File: config.mk
export PLATFORM = sky130hd
export DESIGN_NAME = vga_line_fetch
export DESIGN_NICKNAME = d
export VERILOG_FILES = /design/src/rtl/vga_line_fetch_pkg.sv /design/src/rtl/line_fetch_fifo.sv /design/src/rtl/vga_line_fetch.sv
export SDC_FILE = /design/constraint.sdc
export NUM_CORES = 1
export LEC_CHECK = 0
export CAP_MARGIN = 30
export CORE_UTILIZATION = 55
export DETAILED_ROUTE_END_ITERATION = 16
export PLACE_DENSITY = 0.85
export SYNTH_ARGS = -nofsm -noshare
export SYNTH_HDL_FRONTEND = slang
export SYNTH_HIERARCHICAL = 1
export SYNTH_SLANG_ARGS = --single-unit
File: constraint.sdc
create_clock -name clk -period 8.2 [get_ports clk]
set_input_delay 1.23 -clock clk [delete_from_list [all_inputs] [get_ports clk]]
set_output_delay 1.23 -clock clk [all_outputs]
set_load 0.1 [all_outputs]
File: src/rtl/vga_line_fetch_pkg.sv
// Shared types and constants for the VGA line-fetch block.
// Memory access codes, line-buffer geometry and the latched burst request.
package vga_line_fetch_pkg;

   localparam logic [1:0]  ACC_BURST = 2'd3;
   localparam int unsigned LB_DEPTH  = 512;
   localparam int unsigned PIX_W     = 16;
   localparam int unsigned WORD_W    = 2 * PIX_W;
   localparam int unsigned ADDR_W    = 32;
   localparam int unsigned BURST_W   = 9;

   typedef enum logic [2:0] {
      ST_IDLE,
      ST_REQ,
      ST_STREAM,
      ST_DRAIN,
      ST_DONE
   } state_t;

   typedef struct packed {
      logic [1:0]         acc;
      logic [ADDR_W-1:0]  addr;
      logic [BURST_W-1:0] burst;
   } mem_req_t;

   // Two pixels per memory word; an odd pixel count still needs the final word.
   function automatic logic [BURST_W-1:0] words_for(input logic [BURST_W-1:0] pixels);
      return BURST_W'(((BURST_W+1)'(pixels) + (BURST_W+1)'(1)) >> 1);
   endfunction

endpackage

File: src/rtl/line_fetch_fifo.sv
// Small synchronous FIFO for returned memory words.
// A push while full and a pop while empty are both ignored.
module line_fetch_fifo #(
   parameter int unsigned DEPTH = 4,
   parameter int unsigned W     = 32
) (
   input  logic                   clk,
   input  logic                   res,
   input  logic                   push,
   input  logic                   pop,
   input  logic [W-1:0]           wdata,
   output logic [W-1:0]           rdata_c,
   output logic                   full_c,
   output logic                   empty_c,
   output logic [$clog2(DEPTH):0] count
);

   localparam int unsigned AW = $clog2(DEPTH);
   localparam int unsigned CW = AW + 1;

   logic [W-1:0]  mem [DEPTH];
   logic [AW-1:0] wr_ptr;
   logic [AW-1:0] rd_ptr;
   logic          push_ok;
   logic          pop_ok;

   always_comb begin
      full_c  = (count == CW'(DEPTH));
      empty_c = (count == '0);
      push_ok = push && !full_c;
      pop_ok  = pop && !empty_c;
      rdata_c = mem[rd_ptr];
   end

   always_ff @(posedge clk) begin
      if (push_ok) mem[wr_ptr] <= wdata;
   end

   always_ff @(posedge clk) begin
      if (res) begin
         wr_ptr <= '0;
         rd_ptr <= '0;
         count  <= '0;
      end else begin
         if (push_ok) wr_ptr <= wr_ptr + AW'(1);
         if (pop_ok)  rd_ptr <= rd_ptr + AW'(1);
         count <= count + CW'(push_ok) - CW'(pop_ok);
      end
   end

endmodule

File: src/rtl/vga_line_fetch.sv
// Fetches one scan line as a memory burst and unpacks 32-bit words into
// 16-bit pixels written sequentially into the line buffer from entry 0.
module vga_line_fetch
   import vga_line_fetch_pkg::*;
#(
   parameter int unsigned FIFO_DEPTH = 4,
   parameter int unsigned LB_AW      = $clog2(LB_DEPTH)
) (
   input  logic               clk,
   input  logic               res,
   input  logic               vga_cs,
   input  logic [ADDR_W-1:0]  vga_addr,
   input  logic [1:0]         vga_acc,
   input  logic [BURST_W-1:0] vga_burst,
   output logic               vga_ack,
   output logic               mem_cs,
   output logic [ADDR_W-1:0]  mem_addr,
   output logic [1:0]         mem_acc,
   output logic [BURST_W-1:0] mem_burst,
   input  logic [WORD_W-1:0]  mem_dout,
   input  logic               mem_ack,
   output logic               mem_stall,
   output logic [LB_AW-1:0]   high_ram_addr,
   output logic [PIX_W-1:0]   high_ram_din,
   output logic               high_ram_wr,
   output logic               busy,
   output logic               err
);

   localparam int unsigned CNT_W = $clog2(FIFO_DEPTH) + 1;

   state_t             state;
   state_t             state_next;
   mem_req_t           req;
   logic [BURST_W-1:0] word_cnt;
   logic [BURST_W-1:0] pix_left;
   logic [LB_AW-1:0]   wr_ptr;
   logic               half_sel;

   logic               accept_c, bad_req_c, ack_in_c, overflow_c;
   logic               avail_c, wr_c, pop_c, fifo_push_c, fifo_pop_c, stall_c;
   logic [WORD_W-1:0]  head_c, fifo_rdata_c;
   logic               fifo_full_c, fifo_empty_c;
   logic [CNT_W-1:0]   fifo_count, occ_next_c;

   assign mem_acc   = req.acc;
   assign mem_addr  = req.addr;
   assign mem_burst = req.burst;

   line_fetch_fifo #(.DEPTH(FIFO_DEPTH), .W(WORD_W)) u_fifo (
      .clk     (clk),
      .res     (res),
      .push    (fifo_push_c),
      .pop     (fifo_pop_c),
      .wdata   (mem_dout),
      .rdata_c (fifo_rdata_c),
      .full_c  (fifo_full_c),
      .empty_c (fifo_empty_c),
      .count   (fifo_count)
   );

   // Next state plus the unpack/flow-control strobes for this cycle.
   always_comb begin
      state_next = state;
      accept_c   = (state == ST_IDLE) && vga_cs && (vga_acc == ACC_BURST) && (vga_burst != '0);
      bad_req_c  = vga_cs && !accept_c;
      ack_in_c   = mem_ack && (state == ST_STREAM);
      overflow_c = ack_in_c && fifo_full_c;
      // An empty FIFO forwards the arriving word so the first write lands one cycle after mem_ack.
      head_c     = fifo_empty_c ? mem_dout : fifo_rdata_c;
      avail_c    = ((state == ST_STREAM) || (state == ST_DRAIN)) && (!fifo_empty_c || ack_in_c);
      wr_c       = avail_c && (pix_left != '0);
      pop_c      = wr_c && (half_sel || (pix_left == BURST_W'(1)));
      fifo_pop_c = pop_c && !fifo_empty_c;
      fifo_push_c = ack_in_c && !(fifo_empty_c && pop_c);
      occ_next_c = fifo_count + CNT_W'(fifo_push_c && !fifo_full_c) - CNT_W'(fifo_pop_c);
      stall_c    = (occ_next_c >= CNT_W'(FIFO_DEPTH - 1));

      unique case (state)
         ST_IDLE:   if (accept_c) state_next = ST_REQ;
         ST_REQ:    state_next = ST_STREAM;
         ST_STREAM: if (ack_in_c && ((word_cnt + BURST_W'(1)) == req.burst)) state_next = ST_DRAIN;
         ST_DRAIN:  if (fifo_empty_c) state_next = ST_DONE;
         ST_DONE:   state_next = ST_IDLE;
         default:   state_next = ST_IDLE;
      endcase
   end

   always_ff @(posedge clk) begin
      if (res) state <= ST_IDLE;
      else     state <= state_next;
   end

   // Registered outputs, request latch, counters and half-select.
   always_ff @(posedge clk) begin
      if (res) begin
         req           <= '0;
         word_cnt      <= '0;
         pix_left      <= '0;
         wr_ptr        <= '0;
         half_sel      <= 1'b0;
         vga_ack       <= 1'b0;
         mem_cs        <= 1'b0;
         mem_stall     <= 1'b0;
         high_ram_addr <= '0;
         high_ram_din  <= '0;
         high_ram_wr   <= 1'b0;
         busy          <= 1'b0;
         err           <= 1'b0;
      end else begin
         mem_cs      <= (state_next == ST_REQ);
         vga_ack     <= (state_next == ST_DONE);
         busy        <= (state_next != ST_IDLE);
         mem_stall   <= stall_c;
         high_ram_wr <= wr_c;
         if (bad_req_c || overflow_c) err <= 1'b1;
         if (accept_c) begin
            req      <= '{acc: ACC_BURST, addr: vga_addr >> 1, burst: words_for(vga_burst)};
            word_cnt <= '0;
            pix_left <= vga_burst;
            wr_ptr   <= '0;
            half_sel <= 1'b0;
         end
         if (ack_in_c) word_cnt <= word_cnt + BURST_W'(1);
         if (wr_c) begin
            high_ram_addr <= wr_ptr;
            high_ram_din  <= half_sel ? head_c[PIX_W-1:0] : head_c[WORD_W-1:PIX_W];
            wr_ptr        <= wr_ptr + LB_AW'(1);
            pix_left      <= pix_left - BURST_W'(1);
            half_sel      <= !pop_c;
         end
      end
   end

endmodule

Word level (Yosys, flattened, before mapping)
Memory sizes are Yosys's and may differ from the RTL's. A register that Yosys moved wholly into a read port is not among the register bits.
Index checks and enable logic that the tools add are counted.
{ "word_totals": {"ramBits": 128, "n_memories": 1, "word_cells": 87, "register_bits": 110, "inputBits": 79, "output_inout_bits": 74} }
{ "memory_table": {"columns": ["memory", "depth", "width", "rd", "rd_ports_with_merged_regs", "write_ports", "line_no", "source"], "rows": [
  ["u_fifo.mem", 4, 32, 1, 1, 1, "line_fetch_fifo.sv:21", "logic [W-1:0] mem [DEPTH];"]
]} }
{ "classes": {"mux": 17, "n_addsub": 9, "reduce_logical": 31, "magnitude_cmp": 1, "eq_ne": 9} }
{ "op_table": {"columns": ["cell", "n"], "rows": [
  ["$mux W9", 5],
  ["$mux W32", 1],
  ["$add A9 B1 Y9 const B", 2],
  ["$reduce_bool A9 Y1", 2],
  ["$mux W16", 1],
  ["$logic_and A1 B1 Y1", 15],
  ["$pmux W3 S4", 1],
  ["$add A9 B1 Y10 const B", 1],
  ["$eq A9 B1 Y1 const B", 1],
  ["$eq A9 B9 Y1", 1],
  ["$mux W3", 3],
  ["$sub A9 B1 Y9 const B", 1],
  ["$eq A3 B1 Y1 const B", 2],
  ["$eq A3 B2 Y1 const B", 2],
  ["$eq A3 B3 Y1 const B", 2],
  ["$logic_not A3 Y1", 2],
  ["$sub A3 B1 Y3", 2],
  ["$logic_not A1 Y1", 5],
  ["$add A2 B1 Y2 const B", 2],
  ["$logic_or A1 B1 Y1", 4],
  ["$mux W1", 4],
  ["$mux W2", 2],
  ["$reduce_bool A2 Y1", 2],
  ["$add A3 B1 Y3", 1],
  ["other kinds (3)", 3]
]} }

Logic depth before layout (Yosys ltp)
{ "logic_depth": {"word_depth": 13, "mapped_depth": 18, "depth_no_buf": 17} }

Modules after synthesis
The synthesis kept the hierarchy.
{ "by_module_without_submodules": {"columns": ["mod", "area_per_inst_um2", "cells_each", "instances", "seq_area_each_um2"], "rows": [
  ["line_fetch_fifo", 5132.4, 218, 1, 4023.9],
  ["vga_line_fetch", 4934.7, 584, 1, 2062.0]
]} }

Worst setup path after synthesis
No wires, ideal clock.
{ "synth_path": {"kind": "input port to flip-flop", "startpoint": "in mem_ack", "endpoint": "reg u_fifo.count[2]", "slack_ns": 4.630, "t_arrival_ns": 3.445, "t_required_ns": 8.075, "setup_ns": 0.125, "stages": 16, "n_path_buf": 1, "cell_sequence": "nand2b_1 -> a21oi_2 -> nand2_1 -> buf_4 -> nor2_1 -> a21oi_1 -> inv_1 -> nor2_1 -> inv_1 -> ha_1 -> inv_1 -> ha_1 -> fa_1 -> xnor2_1 -> xnor2_1 -> nor2_1"} }
{ "synth_between": {"elab_chain_cells": 11, "elab_cells_between_ends": 13, "classes_between": "2 x add/sub; 11 x reduce/logical"} }
{ "synth_rtl": {"columns": ["item", "line_no", "source"], "rows": [
  ["from (decl)", "vga_line_fetch.sv:21", "input logic mem_ack,"],
  ["$logic_and A1 B1 Y1 (*)", "vga_line_fetch.sv:67", "ack_in_c = mem_ack && (state == ST_STREAM);"],
  ["$logic_or A1 B1 Y1", "vga_line_fetch.sv:71", "avail_c = ((state == ST_STREAM) || (state == ST_DRAIN)) && (!fifo_empty_c || ack_in_c);"],
  ["$logic_and A1 B1 Y1", "vga_line_fetch.sv:71", null],
  ["$logic_and A1 B1 Y1", "vga_line_fetch.sv:72", "wr_c = avail_c && (pix_left != '0);"],
  ["$logic_and A1 B1 Y1", "vga_line_fetch.sv:73", "pop_c = wr_c && (half_sel || (pix_left == BURST_W'(1)));"],
  ["$logic_and A1 B1 Y1", "vga_line_fetch.sv:75", "fifo_push_c = ack_in_c && !(fifo_empty_c && pop_c);"],
  ["$logic_not A1 Y1", "vga_line_fetch.sv:75", null],
  ["$logic_and A1 B1 Y1 (*)", "vga_line_fetch.sv:75", null],
  ["net fifo_push_c", "vga_line_fetch.sv:41", "logic avail_c, wr_c, pop_c, fifo_push_c, fifo_pop_c, stall_c;"],
  ["$logic_and A1 B1 Y1 (*)", "line_fetch_fifo.sv:30", "push_ok = push && !full_c;"],
  ["$add A3 B1 Y3 (*)", "line_fetch_fifo.sv:47", "count <= count + CW'(push_ok) - CW'(pop_ok);"],
  ["$sub A3 B1 Y3 (*)", "line_fetch_fifo.sv:47", null],
  ["to (signal assigned)", "line_fetch_fifo.sv:47", null],
  ["to (decl)", "line_fetch_fifo.sv:15", "output logic [$clog2(DEPTH):0] count"]
]} }
Mark *: on every way through the listed nets, which the timed path passes. The rest lies on a longest branch.
A chain may end at the register's enable or synchronous reset.

Final worst setup path
Ends and elaborated chain as after synthesis.

==> key figures <==
Status
  – Status: complete, no violations

Timing
  – PnR worst setup slack: 4070 ps
  – Skew final: 16.4 ps
  – Fin. max-slew vios: 0
  – Tcrit/Tclk final: 0.504
  – Max-slew headroom: 0.318
  – Maximum clock frequency: 242 MHz
  – Fin crit period: 4130 ps
  – Fin. Hold Viols: 0
  – Slew @ Worst Pin: 1020 ps
  – Sum of negative setup slack: 0 ps
  – Final setup viols: 0
  – RSZ-0062 raised after global routing: false

Logic synthesis
  – Number of synthesized flops with an enable pin: 128
  – Post-synth cell types: 61
  – Syn Nets: 898
  – Avg Cell Area, Syn: 12.6 um^2
  – Count of warnings emitted by yosys: 6
  – Register area share after synthesis: 0.605
  – Mapped Area: 0.0101 mm^2
  – Synth Flop Type: edfxtp_1
  – Synthesized flop and latch total: 240
  – Cell count after synthesis: between 800 and 900
  – Synth async-reset ratio: 0

Pwr
  – PwrDens: roughly 210 mW/mm^2
  – Flop pwr share: 0.482
  – Clk pwr share: 0.434
  – Sw Share: 0.228
  – Max VDD drop: 0.000225 V
  – Internal power: 0.00207 W
  – Leakage: 4.12 nW
  – Net switching power: 0.000610 W
  – Combinational share of power: 0.084

Placed design
  – Setup WS pre-CTS: roughly 3600 ps
  – Port Buffers: 150
  – Dpl cell area: about 0.012 mm^2
  – Detailed Place HPWL: 13900 um
  – RD Place Congestion: 0.845

Setup path
  – Crit end category: register
  – CP arrival: 4510 ps
  – R2R setup slack: 4240 ps
  – Worst setup SP type: input pin
  – Critical path peak fanout: 32
  – WP data required: 8580 ps
  – Kind of critical path: input pin to register

Routing
  – Wirelength per Cell: roughly 20 um
  – Drt pass-1 iters: 5
  – DRC: 0
  – Final wirelength: 23200 um
  – Vias per inst: 5.89
  – Iter 0 DRT Violations: 598
  – Vias: 7015
  – Antenna Nets Post-Route: 0

Cells and area
  – Highest-count cells in the layout ignoring fill and taps: clkdlybuf4s50_1 (149), nand2_1 (131), edfxtp_1 (128)
  – Commonest non-fill, non-tap cell in the layout: clkdlybuf4s50_1
  – P&R area growth vs syn: 24.5%
  – Final Util: 0.698
  – Layout cell share with drive strength beyond 1: 0.119
  – Final Net Count: 1039
  – Final instance area: approximately 0.013 mm^2
  – Fillers: 1198

Clock tree
  – Root Driver: clkbuf_16
  – CTS Sinks: 240
  – CTS Buf Count: 25
  – Clock transition at path regs: 60 ps
  – CTS Buffer Depth: 3
  – CTS tree: built
  – Cts repair resizes: 0
  – Hold-fix buffers, CTS: 0
  – Worst-Skew Late Latency: 520 ps
  – H-tree depth: 1
  – Postcts setup bufs: 0

Floorplan
  – Die Span Y: approximately 140 um
  – Cell Rows: 49
  – Die footprint: between 0.015 and 0.02 mm^2
  – Die Width: 137 um
  – IO Pins: 153
  – Core Area: 0.0180 mm^2
  – Initial core utilization: 0.560

Global routing
  – All-layer global routing usage: 0.248
  – Global-route wire length before repair: 35600 um
  – Most Crowded Layer GR: met2
  – Pin count of the biggest net entering global routing: 76
  – GR Util met2: 0.433
  – Gr ovfl total: 0
  – Initial antenna violation count: 1
  – Met3 Use GR: 0.0416
  – Vias in the first global route: just under 7000
  – Met1 Track Usage GR: 0.313

Min path
  – Min-delay worst type: register to register

Run
  – MaxCap Viol Count: 0
[power by group through the flow]
stage | Combinational (W) | Sequential [W] | Clock, W
2_1_floorplan | 0.0000756 | 0.00138 | 0
3_3_place_gp | 0.000218 | 0.00131 | 0
3_5_place_dp | 0.000223 | 0.00132 | 0
4_1_cts | 0.000224 | 0.00129 | 0.00118
5_1_grt | 0.000238 | 0.00129 | 0.00122
6_report | 0.000225 | 0.00129 | 0.00116
[worst max-delay path: stages]
cell and delay [ps]:
clkdlybuf4s50_1 440, nand2b_1 160, a21oi_2 120, nand2_1 90, buf_4 380, nor2_1 120
a21oi_1 160, inv_1 100, nor2_1 370, inv_1 90, ha_1 290, inv_1 40
ha_1 180, fa_1 370, xnor2_1 180, xnor2_1 140, nor2_1 50
[synthesized netlist by cell type, types with 6 or more instances]
cell,count,area share
a211oi_1,10,0.0075
a21oi_1,90,0.045
and2_1,6,0.0037
and3_1,9,0.0056
buf_2,12,0.0060
buf_6,6,0.0067
clkbuf_1,23,0.0086
dfxtp_1,112,0.22
edfxtp_1,128,0.38
ha_1,15,0.019
inv_1,17,0.0063
mux4_2,48,0.11
nand2_1,131,0.049
nand3_1,15,0.0075
nor2_1,36,0.013
nor3_1,11,0.0055
o21ai_0,21,0.010
or3_1,8,0.0050
xnor2_1,13,0.011
xor2_1,9,0.0078
[cell families after synthesis]
logic type	share of synthesized area
flip-flops	0.605
adder cells (fa/ha/maj)	0.0226
AND/OR/NAND/NOR	0.118
buffers and inverters	0.0369
multiplexers	0.109
XOR/XNOR	0.0191
other	0.000372
AO/OA/AOI/OAI	0.0886
[area by class of cell]
type                       count  area (um^2)  share of cell area
inverter                      17         63.8             0.00509
multi-input combinational    496         3620               0.289
clock buffer                  36          727              0.0580
antenna                        1         2.50            0.000200
timing repair buffer         163         1620               0.129
sequential                   240         6090               0.486
tap                          229          287              0.0229
clock inverter                 8          128              0.0102
[metal layers]
metal	routed length, um	vias to the layer above
li1	-	3226
met1	9190	3481
met2	12000	254
met3	1400	54
met4	547	0
met5	0	-
[final timing paths]
path	start	cells past startpoint	end
max	mem_ack	17	u_fifo/count[2]
min	high_ram_addr[0]	2	high_ram_addr[0]
max reg2reg	u_fifo/count[1]	17	u_fifo/count[2]
min reg2reg	high_ram_addr[0]	2	high_ram_addr[0]
[sequential cells by signal (all words and copies together) (netlist names), 2 cells and up, named ones only]
signal,cells
mem_addr,31
wr_ptr,9
u_fifo/rd_ptr,2
u_fifo/count,3
word_cnt,9
u_fifo/mem,128
pix_left,9
state,3
high_ram_din,16
mem_burst,9
high_ram_addr,9
u_fifo/wr_ptr,2
[per-stage QoR]
step	power (W)	hold WS (ps)	cells
final	0.00268	453	1190
after global routing	0.00275	472	1190
after CTS	0.00269	454	1189
after detailed placement	0.00154	446	1145
after global placement	0.00153	441	1144
after floorplan	0.00145	442	802
Power figures use the tool's default switching activity.
